==> config.mk <==
export PLATFORM = sky130hd
export DESIGN_NAME = load_seq_ctrl
export DESIGN_NICKNAME = d
export VERILOG_FILES = /design/src/rtl/load_seq_ctrl_pkg.sv /design/src/rtl/load_seq_ctrl_extend.sv /design/src/rtl/load_seq_ctrl.sv
export SDC_FILE = /design/constraint.sdc
export NUM_CORES = 1
export LEC_CHECK = 0
export CAP_MARGIN = 20
export CORE_UTILIZATION = 45
export DETAILED_ROUTE_END_ITERATION = 6
export PLACE_DENSITY = 0.81
export SLEW_MARGIN = 25
export SYNTH_ARGS = -nofsm -noshare
export SYNTH_HDL_FRONTEND = slang
export SYNTH_SLANG_ARGS = --single-unit
==> constraint.sdc <==
create_clock -name clk -period 5.7 [get_ports clk]
set_clock_uncertainty 0.15 [all_clocks]
set_input_delay 1.71 -clock clk [delete_from_list [all_inputs] [get_ports clk]]
set_output_delay 1.71 -clock clk [all_outputs]
set_load 0.005 [all_outputs]
==> src/rtl/load_seq_ctrl_pkg.sv <==
// Shared encodings for the load sequencer: access sizes, FSM states and error codes.
package load_seq_ctrl_pkg;

  // Access size encoding as delivered by the MEM stage.
  localparam logic [1:0] SZ_WORD = 2'b00;
  localparam logic [1:0] SZ_HALF = 2'b01;
  localparam logic [1:0] SZ_BYTE = 2'b10;
  localparam logic [1:0] SZ_RSVD = 2'b11;

  // Error codes reported on ld_err_code_o.
  localparam logic [1:0] ERR_MISALIGN = 2'b01;
  localparam logic [1:0] ERR_RSVD     = 2'b10;
  localparam logic [1:0] ERR_TIMEOUT  = 2'b11;

  typedef enum logic [1:0] {
    StIdle,
    StWait,
    StResp,
    StErr
  } state_e;

  // Halfwords need an even address and words need a 4-byte-aligned address.
  function automatic logic is_misaligned(input logic [1:0] size, input logic [1:0] addr_lo);
    return ((size == SZ_HALF) && addr_lo[0]) || ((size == SZ_WORD) && (addr_lo != 2'b00));
  endfunction

endpackage

==> src/rtl/load_seq_ctrl_extend.sv <==
// Combinational lane select and sign/zero extension of a little-endian read word.
module load_seq_ctrl_extend
  import load_seq_ctrl_pkg::*;
(
  input  logic [31:0] rdata_i,
  input  logic [1:0]  addr_lo_i,
  input  logic [1:0]  size_i,
  input  logic        unsigned_i,
  output logic [31:0] data_o
);

  logic [7:0]  byte_sel;
  logic [15:0] half_sel;

  // Pick the addressed byte/halfword lane, then extend it to 32 bits.
  always_comb begin
    byte_sel = rdata_i[7:0];
    unique case (addr_lo_i)
      2'b00: byte_sel = rdata_i[7:0];
      2'b01: byte_sel = rdata_i[15:8];
      2'b10: byte_sel = rdata_i[23:16];
      2'b11: byte_sel = rdata_i[31:24];
      default: byte_sel = rdata_i[7:0];
    endcase
    half_sel = addr_lo_i[1] ? rdata_i[31:16] : rdata_i[15:0];

    data_o = rdata_i;
    unique case (size_i)
      SZ_HALF: data_o = {{16{~unsigned_i & half_sel[15]}}, half_sel};
      SZ_BYTE: data_o = {{24{~unsigned_i & byte_sel[7]}}, byte_sel};
      default: data_o = rdata_i;
    endcase
  end

endmodule

==> src/rtl/load_seq_ctrl.sv <==
// Sequences one data-memory load per request from MEM to WB over a req/ack port.
module load_seq_ctrl
  import load_seq_ctrl_pkg::*;
#(
  parameter int unsigned TIMEOUT = 16,
  parameter int unsigned TO_W    = 5
) (
  input  logic        clk,
  input  logic        rst_n,
  input  logic        req_valid_i,
  input  logic [31:0] req_addr_i,
  input  logic [1:0]  req_size_i,
  input  logic        req_unsigned_i,
  input  logic [4:0]  req_rd_i,
  input  logic        flush_i,
  output logic        mem_req_o,
  output logic [31:0] mem_addr_o,
  input  logic        mem_ack_i,
  input  logic [31:0] mem_rdata_i,
  output logic        pipe_stall_o,
  output logic        wb_valid_o,
  output logic [31:0] wb_data_o,
  output logic [4:0]  wb_rd_o,
  output logic        ld_err_o,
  output logic [1:0]  ld_err_code_o
);

  localparam logic [TO_W-1:0] ToLast = TO_W'(TIMEOUT - 1);

  state_e          state_q;
  logic            mem_req_q;
  logic [31:0]     mem_addr_q;
  logic [1:0]      addr_lo_q;
  logic [1:0]      size_q;
  logic            unsigned_q;
  logic [4:0]      rd_q;
  logic [TO_W-1:0] to_cnt_q;
  logic            wb_valid_q;
  logic [31:0]     wb_data_q;
  logic [4:0]      wb_rd_q;
  logic            ld_err_q;
  logic [1:0]      err_code_q;
  logic [31:0]     ext_data;

  load_seq_ctrl_extend u_extend (
    .rdata_i    (mem_rdata_i),
    .addr_lo_i  (addr_lo_q),
    .size_i     (size_q),
    .unsigned_i (unsigned_q),
    .data_o     (ext_data)
  );

  // Load FSM with request latches, timeout counter and registered outputs.
  always_ff @(posedge clk or negedge rst_n) begin
    if (!rst_n) begin
      state_q    <= StIdle;
      mem_req_q  <= 1'b0;
      mem_addr_q <= '0;
      addr_lo_q  <= '0;
      size_q     <= SZ_WORD;
      unsigned_q <= 1'b0;
      rd_q       <= '0;
      to_cnt_q   <= '0;
      wb_valid_q <= 1'b0;
      wb_data_q  <= '0;
      wb_rd_q    <= '0;
      ld_err_q   <= 1'b0;
      err_code_q <= '0;
    end else begin
      wb_valid_q <= 1'b0;
      ld_err_q   <= 1'b0;
      unique case (state_q)
        StIdle: begin
          // A request arriving together with a flush belongs to a squashed instruction.
          if (req_valid_i && !flush_i) begin
            if (req_size_i == SZ_RSVD) begin
              state_q    <= StErr;
              ld_err_q   <= 1'b1;
              err_code_q <= ERR_RSVD;
            end else if (is_misaligned(req_size_i, req_addr_i[1:0])) begin
              state_q    <= StErr;
              ld_err_q   <= 1'b1;
              err_code_q <= ERR_MISALIGN;
            end else begin
              state_q    <= StWait;
              mem_req_q  <= 1'b1;
              mem_addr_q <= {req_addr_i[31:2], 2'b00};
              addr_lo_q  <= req_addr_i[1:0];
              size_q     <= req_size_i;
              unsigned_q <= req_unsigned_i;
              rd_q       <= req_rd_i;
              to_cnt_q   <= '0;
            end
          end
        end
        StWait: begin
          // Flush beats a same-cycle ack; the returned data is dropped.
          if (flush_i) begin
            state_q   <= StIdle;
            mem_req_q <= 1'b0;
          end else if (mem_ack_i) begin
            state_q    <= StResp;
            mem_req_q  <= 1'b0;
            wb_valid_q <= 1'b1;
            wb_data_q  <= ext_data;
            wb_rd_q    <= rd_q;
          end else if (to_cnt_q == ToLast) begin
            state_q    <= StErr;
            mem_req_q  <= 1'b0;
            ld_err_q   <= 1'b1;
            err_code_q <= ERR_TIMEOUT;
          end else begin
            to_cnt_q <= to_cnt_q + 1'b1;
          end
        end
        StResp:  state_q <= StIdle;
        StErr:   state_q <= StIdle;
        default: state_q <= StIdle;
      endcase
    end
  end

  assign mem_req_o     = mem_req_q;
  assign mem_addr_o    = mem_addr_q;
  assign pipe_stall_o  = (state_q != StIdle);
  assign wb_valid_o    = wb_valid_q;
  assign wb_data_o     = wb_data_q;
  assign wb_rd_o       = wb_rd_q;
  assign ld_err_o      = ld_err_q;
  assign ld_err_code_o = err_code_q;

endmodule
==> flow_metrics.tcl <==
set metrics [dict create \
    outcome "finished, violations left" \
    violations "design-rule violations" \
    grt_pass1_vias 3418 \
    setup_viol 0 \
    dpl.hpwl_mm 7.24 \
    crit_arrival_ns 3.81 \
    port_buffers 149 \
    areaGrowthSynthToFinish_pct 41.8 \
    num_antenna_cells 0 \
    final_cell_mix "clkdlybuf4s50_1 (148), dfrtp_1 (89), a21oi_1 (50)" \
    yosysTopAreaCellShare_pct 53.6 \
    first_pass_iters 7 \
    drive_gt1_share_pct 14.0 \
    cts_tree "built" \
    numCtsBuffers 9 \
    worst_pin_slew_ns 0.836 \
    synthesis.area_sq_mm 0.00416 \
    path_class "input port to flip-flop" \
    grt_pass1_wl_mm 16.8 \
    syn_avg_cell_area_sq_um 11.7 \
    yosysSeqAreaShare_pct 53.6 \
    wirelength_mm 10.3 \
    vdd_ir_drop_max_v 0.000215 \
    post-route-min-period_ns 3.74 \
    utilization_pct 66.6 \
    ys_seq_elements 89 \
    critPathMaxFanout 46 \
    synth_edf_count 0 \
    synth-main-ff-cell "dfrtp_1" \
    antenna_left 0 \
    gp_congestion 0.779 \
    antenna_found_initial 0 \
    synth_top_area_cell "dfrtp_1" \
    syn-instance-count 356 \
    post_cts_buffers 0 \
    via_count 3259 \
    clkTransAtPathRegs_ns 0.08 \
    layout_commonest_cell "clkdlybuf4s50_1" \
    ys_types 43 \
    leakagePower_nw 2.57 \
    maxSlewHeadroom_pct 44.2 \
    nFillCells 684 \
    async_flop_share_pct 100 \
    required_ns 5.77 \
    die_h_um 98.1 \
    hold_viol_final 0 \
    pin_count 152 \
    max_freq_mhz 268 \
    fin_setup_tns_ns 0 \
    critPathCaptureType "flip-flop" \
    cp-start-kind "input port" \
    dieArea_sq_mm 0.00962 \
    grt-ovfl-total 0 \
    min_path_type "flip-flop to flip-flop" \
    clockBufferDepth 2 \
    power_per_cell_area_mw_per_mm2 410 \
    drc 9 \
    ctsHoldBuffers 0 \
    fin_crit_sh_pct 65.6 \
    final_nets 576 \
    clock_latency_ns 0.35 \
    htreeDepth 3 \
    maxCapViolCount 0 \
    avgRoutedWirePerCell_um 16.9 \
    core_sq_mm 0.00885 \
    cts_root_buf "clkbuf_8" \
    rows 34 \
    grt_usage_pct 22.3 \
    drt_iter0_markers 129 \
    die_x_um 98.1 \
    start_util_pct 47.0 \
    grt_max_degree 63 \
    maxSlewViolCount 0 \
    synth_area_leaders "dfrtp_1 (54%), mux2_4 (11%), a21oi_1 (6.0%), mux2_2 (3.8%), nand3b_1 (3.1%)" \
    yosys_warnings 0 \
    postCtsResizedCells 0 \
    rsz0062_at_grt "no" \
    avgViaCountPerCell 5.36 \
    cts.sinks 89 \
]
-- worst max-delay path, stage by stage --
cell and delay [ns]:
clkdlybuf4s50_1 0.54, mux2i_1 0.34, nand3_4 0.64, mux2_1 0.57
-- flip-flops by register name, indices dropped and copies added (netlist names), 2 cells and up --
register       flops
wb_data_o         32
mem_addr_o        30
rd_q               5
to_cnt_q           5
wb_rd_o            5
addr_lo_q          2
ld_err_code_o      2
size_q             2
state_q            2
-- logic make-up after synthesis --
logic type               count (synthesis)  synth area share (%)
AO/OA/AOI/OAI                           96                  13.3
XOR/XNOR                                 1                 0.211
adder cells (fa/ha/maj)                  4                  1.20
buffers and inverters                   30                  3.85
flip-flops                              89                  53.6
multiplexers                            50                  16.2
other                                    1                0.0902
AND/OR/NAND/NOR                         85                  11.5
-- synth_stat cells, types with 5 or more instances --
master	number
dfrtp_1	89
a21oi_1	50
mux2_4	30
nand2_1	24
o21ai_0	22
nor2_1	19
nand3b_1	17
mux2_2	14
clkbuf_1	11
nand2b_1	7
o211a_1	7
o22ai_1	7
buf_2	5
inv_1	5
-- per-layer routing --
metal | vias up | global-route usage (%) | routed length, um
met5 | - | 0 | 0
met4 | 0 | 8.97 | 150
met3 | 13 | 6.51 | 857
li1 | 1537 | - | -
met2 | 132 | 36.6 | 5000
met1 | 1577 | 27.6 | 4290
-- where the power goes --
group / total, mW / internal, mW / switching, mW
Sequential: 0.997 / 0.849 / 0.148
Combinational: 0.927 / 0.589 / 0.338
Clock: 0.492 / 0.271 / 0.221
Total: 2.42 / 1.71 / 0.706
-- final timing paths --
path                               startpoint             to  slack [ns]  cells past startpoint
worst max-delay path            req_size_i[1]  mem_addr_o[7]        1.96                      4
worst min-delay path               wb_rd_o[3]     wb_rd_o[3]        0.34                      2
worst max register to register   addr_lo_q[1]  wb_data_o[19]        3.21                      4
worst min register to register     wb_rd_o[3]     wb_rd_o[3]        0.34                      2
max in group asynchronous               rst_n    to_cnt_q[2]        3.23                      2
min in group asynchronous               rst_n  mem_addr_o[6]        1.28                      1
-- metrics by stage --
| stage | std cells | setup slack (ns) | hold slack, ns | area, sq um | total power, mW |
|---|---|---|---|---|---|
| floorplan | 357 | 2.59 | 0.289 | 4160 | 1.38 |
| global placement | 592 | 1.66 | 0.308 | 5660 | 1.91 |
| detailed placement | 592 | 1.58 | 0.321 | 5660 | 1.94 |
| CTS | 608 | 1.95 | 0.344 | 5890 | 2.44 |
| global route | 608 | 1.85 | 0.360 | 5890 | 2.56 |
| finish | 608 | 1.96 | 0.341 | 5890 | 2.42 |
-- layout make-up --
class / count / area [sq um] / area share (%)
multi-input cells: 238 / 1770 / 30.1
repair buffers: 151 / 1500 / 25.5
well taps: 108 / 135 / 2.29
inverters: 6 / 22.5 / 0.382
clock buffers: 12 / 155 / 2.63
clock inverters: 4 / 75.1 / 1.27
flip-flops and latches: 89 / 2230 / 37.8
Note: power is estimated with default switching activity, not from simulation.
